`src/rtl/darkriscv_fetch_ctrl.sv`:
```
// Instruction fetch sequencer: owns the fetch PC, requests words from instruction memory and
// buffers them with their PC in a prefetch FIFO. Optional STALL_CNT via `define FETCH_STATS_EN.
module darkriscv_fetch_ctrl #(
  parameter logic [31:0] RESET_PC   = 32'h0000_0000,
  parameter int unsigned FIFO_DEPTH = 4
) (
  input  logic        i_clk,
  input  logic        i_resn,
  output logic        o_imem_req,
  output logic [31:0] o_imem_addr,
  input  logic        i_imem_ack,
  input  logic [31:0] i_imem_data,
  input  logic        i_redirect,
  input  logic [31:0] i_redirect_pc,
  output logic        o_instr_valid,
  input  logic        i_instr_ready,
  output logic [31:0] o_instr,
  output logic [31:0] o_instr_pc
`ifdef FETCH_STATS_EN
  ,
  output logic [31:0] o_stall_cnt
`endif
);

  localparam int unsigned PW = $clog2(FIFO_DEPTH);
  localparam logic [PW:0] DepthC = (PW+1)'(FIFO_DEPTH);

  typedef enum logic [1:0] {StIdle, StReq, StFlush} state_e;

  state_e        r_state, w_state_nx;
  logic [31:0]   r_pc, w_pc_nx;
  logic [31:0]   r_addr;
  logic [31:0]   r_data [FIFO_DEPTH];
  logic [31:0]   r_dpc  [FIFO_DEPTH];
  logic [PW-1:0] r_wr, r_rd;
  logic [PW:0]   r_count, w_count_nx;
  logic          w_push, w_pop;
  logic          w_unused_pc_lsb;

  assign w_unused_pc_lsb = ^i_redirect_pc[1:0];

  always_comb begin
    w_push     = (r_state == StReq) && i_imem_ack && !i_redirect;
    w_pop      = (r_count != '0) && i_instr_ready;
    w_count_nx = r_count + (PW+1)'(w_push) - (PW+1)'(w_pop);
    w_pc_nx    = r_pc;
    w_state_nx = r_state;
    if (i_redirect) begin
      w_count_nx = '0;
      w_pc_nx    = {i_redirect_pc[31:2], 2'b00};
      // An outstanding request must still be drained before the new PC is fetched.
      w_state_nx = ((r_state != StIdle) && !i_imem_ack) ? StFlush : StIdle;
    end else begin
      unique case (r_state)
        StIdle: begin
          if (w_count_nx < DepthC) w_state_nx = StReq;
        end
        StReq: begin
          if (i_imem_ack) begin
            w_pc_nx    = r_pc + 32'd4;
            w_state_nx = (w_count_nx < DepthC) ? StReq : StIdle;
          end
        end
        StFlush: begin
          if (i_imem_ack) w_state_nx = StIdle;
        end
        default: w_state_nx = StIdle;
      endcase
    end
  end

  always_ff @(posedge i_clk) begin
    if (!i_resn) begin
      r_state <= StIdle;
      r_pc    <= RESET_PC;
      r_addr  <= RESET_PC;
      r_wr    <= '0;
      r_rd    <= '0;
      r_count <= '0;
    end else begin
      r_state <= w_state_nx;
      r_pc    <= w_pc_nx;
      // The bus address stays on the abandoned request until it is acknowledged.
      r_addr  <= (w_state_nx == StFlush) ? r_addr : w_pc_nx;
      r_count <= w_count_nx;
      if (i_redirect) begin
        r_wr <= '0;
        r_rd <= '0;
      end else begin
        if (w_push) begin
          r_data[r_wr] <= i_imem_data;
          r_dpc[r_wr]  <= r_pc;
          r_wr         <= r_wr + 1'b1;
        end
        if (w_pop) r_rd <= r_rd + 1'b1;
      end
    end
  end

`ifdef FETCH_STATS_EN
  logic [31:0] r_stall_cnt;

  always_ff @(posedge i_clk) begin
    if (!i_resn) begin
      r_stall_cnt <= '0;
    end else if (r_count == '0) begin
      r_stall_cnt <= r_stall_cnt + 32'd1;
    end
  end

  assign o_stall_cnt = r_stall_cnt;
`endif

  assign o_imem_req    = (r_state != StIdle);
  assign o_imem_addr   = r_addr;
  assign o_instr_valid = (r_count != '0);
  assign o_instr       = o_instr_valid ? r_data[r_rd] : '0;
  assign o_instr_pc    = o_instr_valid ? r_dpc[r_rd] : '0;

endmodule

```
`config.mk`:
```
export PLATFORM = sky130hd
export DESIGN_NAME = darkriscv_fetch_ctrl
export DESIGN_NICKNAME = d
export VERILOG_FILES = /design/src/rtl/darkriscv_fetch_ctrl.sv
export SDC_FILE = /design/constraint.sdc
export NUM_CORES = 1
export LEC_CHECK = 0
export CAP_MARGIN = 20
export CORE_MARGIN = 3
export CORE_UTILIZATION = 30
export CTS_CLUSTER_DIAMETER = 60
export DETAILED_ROUTE_END_ITERATION = 8
export PLACE_DENSITY = 0.44
export REMOVE_ABC_BUFFERS = 1
export SYNTH_ARGS = -nofsm -noshare
export SYNTH_HDL_FRONTEND = slang
export SYNTH_SLANG_ARGS = --single-unit
```
`constraint.sdc`:
```
create_clock -name i_clk -period 9.9 [get_ports i_clk]
set_input_delay 1.98 -clock i_clk [delete_from_list [all_inputs] [get_ports i_clk]]
set_output_delay 1.98 -clock i_clk [all_outputs]
set_load 0.02 [all_outputs]
```
## Word level (Yosys, flattened, before mapping)

Memories as Yosys holds them, arrays and structs flattened. A register that Yosys moved wholly into a read port is not among the register bits.
Cells that the tools add are included.

| operators by class | value |
|---|---|
| multiplexer cells | 20 |
| add/sub/neg operators | 5 |
| bitwise gates (word level) | 1 |
| order comparisons | 1 |
| equal/unequal tests | 3 |
| reductions and logical operators | 10 |

Operators by type and width:

| operator | count |
|---|---|
| $mux W32 | 5 |
| $add A32 B3 Y32 const B | 1 |
| $mux W2 | 9 |
| $pmux W2 S3 | 1 |
| $mux W1 | 5 |
| $add A2 B1 Y2 const B | 2 |
| $eq A2 B2 Y1 const B | 2 |
| $logic_and A1 B1 Y1 | 4 |
| $add A3 B1 Y3 | 1 |
| $lt A3 B3 Y1 const B | 1 |
| $reduce_bool A3 Y1 | 1 |
| $sub A3 B1 Y3 | 1 |
| $eq A2 B1 Y1 const B | 1 |
| $logic_not A1 Y1 | 2 |
| $logic_not A2 Y1 | 1 |
| $reduce_bool A2 Y1 | 1 |
| $reduce_or A2 Y1 | 1 |
| $not A1 Y1 | 1 |

| word-level totals | value |
|---|---|
| output and inout bits | 98 |
| memories | 2 |
| word-level logic and storage cells | 48 |
| bits of input ports | 69 |
| memory bits (writable) | 256 |
| flip-flop bits (word level) | 73 |

Memories:

| memory | words | bits a word | rd ports | clocked after Yosys merged registers in | write ports | line | source |
|---|---|---|---|---|---|---|---|
| r_data | 4 | 32 | 1 | 1 | 1 | 33 | `logic [31:0] r_data [FIFO_DEPTH];` |
| r_dpc | 4 | 32 | 1 | 1 | 1 | 34 | `logic [31:0] r_dpc [FIFO_DEPTH];` |

## Depth between registers and ports, before layout

| depth | value |
|---|---|
| depth in word-level cells | 11 |
| mapped depth | 12 |

## Worst setup path after synthesis

Ideal clock, no wire load.

| timing | value |
|---|---|
| path type | input to register |
| from | input i_resn |
| to | memory r_data[0][0] (enable) |
| setup time | 429 ps |
| stages on the path | 5 |
| arrival time | 4,217 ps |
| slack | 5,254 ps |
| path buffers | 2 |
| data required time | 9,471 ps |
| cell sequence | clkbuf_1 > inv_1 > clkbuf_1 > nor2_1 > and3_1 |

| on the way | value |
|---|---|
| cells in the longest elaborated chain, start to end | 2 |

Ends and longest elaborated chain:

| what | line | source |
|---|---|---|
| start: declaration | 8 | `input logic i_resn,` |
| $mux W1 | 73 | `if (!i_resn) begin` |
| $mux W1 (implied by the code) | 91 | `r_data[r_wr] <= i_imem_data;` |
| end: declaration | 33 |  |

Every way passes these cells.

==> results by group <==
Yosys
  • Flip-flop and latch count after synthesis: 331
  • Async set-or-reset flop fraction in the synthesized netlist: 0%
  • Main synth FF type: edfxtp_1
  • Cell count after synthesis: 816
  • Avg Cell Area, Syn: 16.2 sq um
  • Synth area leaders: edfxtp_1 (58%), dfxtp_1 (11%), mux4_2 (11%)
  • Seq/Total Area, Yosys: 69.7%
  • Post-synth EDFFs: 256
  • Top-area cell type share of the netlist area: 58.3%
  • Synthesis Warnings: 0
  • Synthesized area: 0.0132 sq mm
  • Dominant cell type by area after synthesis: edfxtp_1
  • Synth unique cells: 54

STA
  • Slew HR: 34.6%
  • Final Max Tran Viols: 0
  • Final Cycle Share: 55.2%
  • Setup TNS: 0 ns
  • Endpoints failing hold: 0
  • Fmax: approximately 0.18 GHz
  • Worst slew pin tran: 0.981 ns
  • Unrepaired setup endpoints after global routing: false
  • Worst Skew: 0.0268 ns
  • Min Hold Slack: 0.454 ns
  • Fin crit period: between 5 and 6 ns
  • # setup viols final: 0

Clocking
  • Clock Path Buffers: 3
  • CTS buffer count: 40
  • Num Clock Sinks: about 330
  • Clock Latency Late Sink: 0.56 ns
  • TritonCTS clock tree: done
  • H-tree Lvls: 2
  • Clock-pin slew on the worst setup and hold paths: 0.06 ns
  • Setup Buffers After CTS: 0
  • Post-cts sizing count: 0
  • Cts hold-fix bufs: 0
  • Root Buffer: clkbuf_16

Route
  • Vias: 7610
  • Drt drc: 0
  • DRT Pass-1 Iters: 4
  • Met2 wire length: 15700 microns
  • Wire length on met3: roughly 2000 microns
  • DR WL/cell: 21.1 microns
  • Via density: between 4 and 5
  • Final WL: 33800 microns
  • Iter 0 DRT Violations: 417
  • ANT nets after route: 0
  • Max Used Layer: met4
  • Met1 WL: about 16000 microns

Floorplanning
  • Die Y: around 220 microns
  • Starting density of the core: 30.5%
  • IO Pins: 167
  • Die X: 216 microns
  • Die area: 0.0465 sq mm
  • # rows: 76
  • Core Box Area: roughly 0.043 sq mm

Outcome
  • Outcome: finished, final reports clean

Power and ir drop
  • Pwr dens: 190 mW/mm^2
  • Comb pwr share: 5.8%
  • Clock Power Share: a little under half
  • Sw Ratio: 21.7%
  • Tot Pwr: 3190 uW
  • Internal: 2490 uW
  • Max IR drop VDD: 0.0000918 V
  • Static leakage: 0.00548 uW
  • Seq pwr share: approximately 49%
  • Sw power: 691 uW

Critical path
  • Critical path class: reg2out
  • Crit Path Max Fanout: 44
  • Worst setup EP type: output pin
  • Req. time, crit path: 7.92 ns
  • Startpoint Class: flip-flop
  • Crit path DAT: 3.48 ns

Placed design
  • DP HPWL: between 15000 and 20000 microns
  • Routability cong.: a little over 0.7
  • PortBufs: 164

Cells and area
  • Area grow syn2layout: 27.3%
  • Share of cells above drive strength 1: 15.7%
  • Commonest cells after routing, fill and taps aside: edfxtp_1 (256), clkdlybuf4s50_1 (162), dfxtp_1 (73), and2_1 (66), mux4_2 (64)
  • Nets: 1064
  • Final Util: 38.8%
  • Most common cell after layout, fill and taps aside: edfxtp_1

Global route
  • Vias in the first global route: 7996
  • Total grt overflow: 0
  • Largest net degree at the start of global routing: 52
  • First-pass GRT wire length: 51500 microns
  • Global Route Usage Sum: 14.7%
  • Initial antenna violation count: 0

Job
  • Max Cap Viol: 0

Worst hold path
  • Min-Delay Path Class: reg2reg
metrics by stage:
step / std cells / setup WS (ns) / area [sq um]
detailed placement: 1530 / 4.84 / 15500
finish: 1604 / 4.44 / 16800
CTS: 1603 / 4.23 / 16800
floorplan: 769 / 4.32 / 13000
global route: 1603 / 4.12 / 16800
global placement: 1530 / 4.84 / 15500
power groups by stage:
| stage | combinational, uW | clock [uW] | sequential [uW] |
|---|---|---|---|
| floorplan | 72.0 | 0 | 1580 |
| global placement | 189 | 0 | 1580 |
| detailed placement | 189 | 0 | 1580 |
| CTS | 190 | 1500 | 1550 |
| global route | 203 | 1570 | 1550 |
| finish | 186 | 1450 | 1550 |
sequential cells by signal (all words and copies together) (netlist names), named ones only:
signal and count:
r_count 3, r_data 128, o_imem_addr 32, r_rd 2, r_state 2, r_pc 32, r_dpc 128, r_wr 2
cell families (layout without fill, tap and decap cells):
logic type / count (synthesis) / after routing / synth area share, %
buffers and inverters: 59 / 261 / 1.80
adder cells (fa/ha/maj): 8 / 8 / 0.816
XOR/XNOR: 20 / 20 / 1.33
AND/OR/NAND/NOR: 240 / 240 / 10.3
AO/OA/AOI/OAI: 82 / 82 / 4.23
multiplexers: 76 / 76 / 11.9
other: 0 / 1 / 0
flip-flops: 331 / 331 / 69.7
synth_stat cells, types with 2 or more instances:
master,n
ha_1,7
nor3_1,5
nor2_1,36
a31oi_1,5
nand2_1,33
or4_1,3
mux4_2,64
a21oi_1,13
and2_1,66
a311oi_1,2
o211a_1,4
o31a_1,4
or3_1,4
nand3_1,26
and4_1,4
inv_1,11
o211ai_1,2
mux2_2,7
buf_1,3
dfxtp_1,75
mux2i_1,5
o31ai_1,13
nor3b_1,2
xor2_1,8
nor2b_1,5
xnor2_1,12
o31a_2,2
o21ai_0,24
edfxtp_1,256
buf_2,7
or2_2,3
nor4_1,13
clkbuf_1,36
and3_1,12
nand4_1,12
o311a_1,4
nand2b_1,9
o22a_1,3
critical path, cell delays in order, from the launching register on:
cell and delay [ns]:
dfxtp_4 0.67, buf_4 0.87, mux4_2 0.60, and2_1 0.17, clkdlybuf4s50_1 0.61
path summary, 6_finish.rpt:
kind,startpoint,endpoint,slack (ns),cells past startpoint
max reg2reg,r_count[1]$_SDFF_PP0_,r_state[0]$_SDFF_PN0_,7.08,10
max,flip-flop,o_instr_pc[20],4.44,4
min,o_imem_addr[5]$_SDFFE_PN0P_,o_imem_addr[5]$_SDFFE_PN0P_,0.45,2
min reg2reg,o_imem_addr[5]$_SDFFE_PN0P_,o_imem_addr[5]$_SDFFE_PN0P_,0.45,2
cell type report:
class                   count  area [sq um]
flip-flops and latches    331          9200
clock buffers              55          1100
well taps                 585           732
repair buffers            176          1720
fillers                  4046         26500
inverters                  12          45.0
clock inverters            18           208
multi-input cells         426          3790
diodes                      1          2.50
layer usage:
layer  vias up  GRT usage [%]
li1       3524              -
met1      3858           20.4
met2       183           23.3
met3        45           3.96
met4         0           3.24
met5         -              0
(Power assumes the default switching activity.)
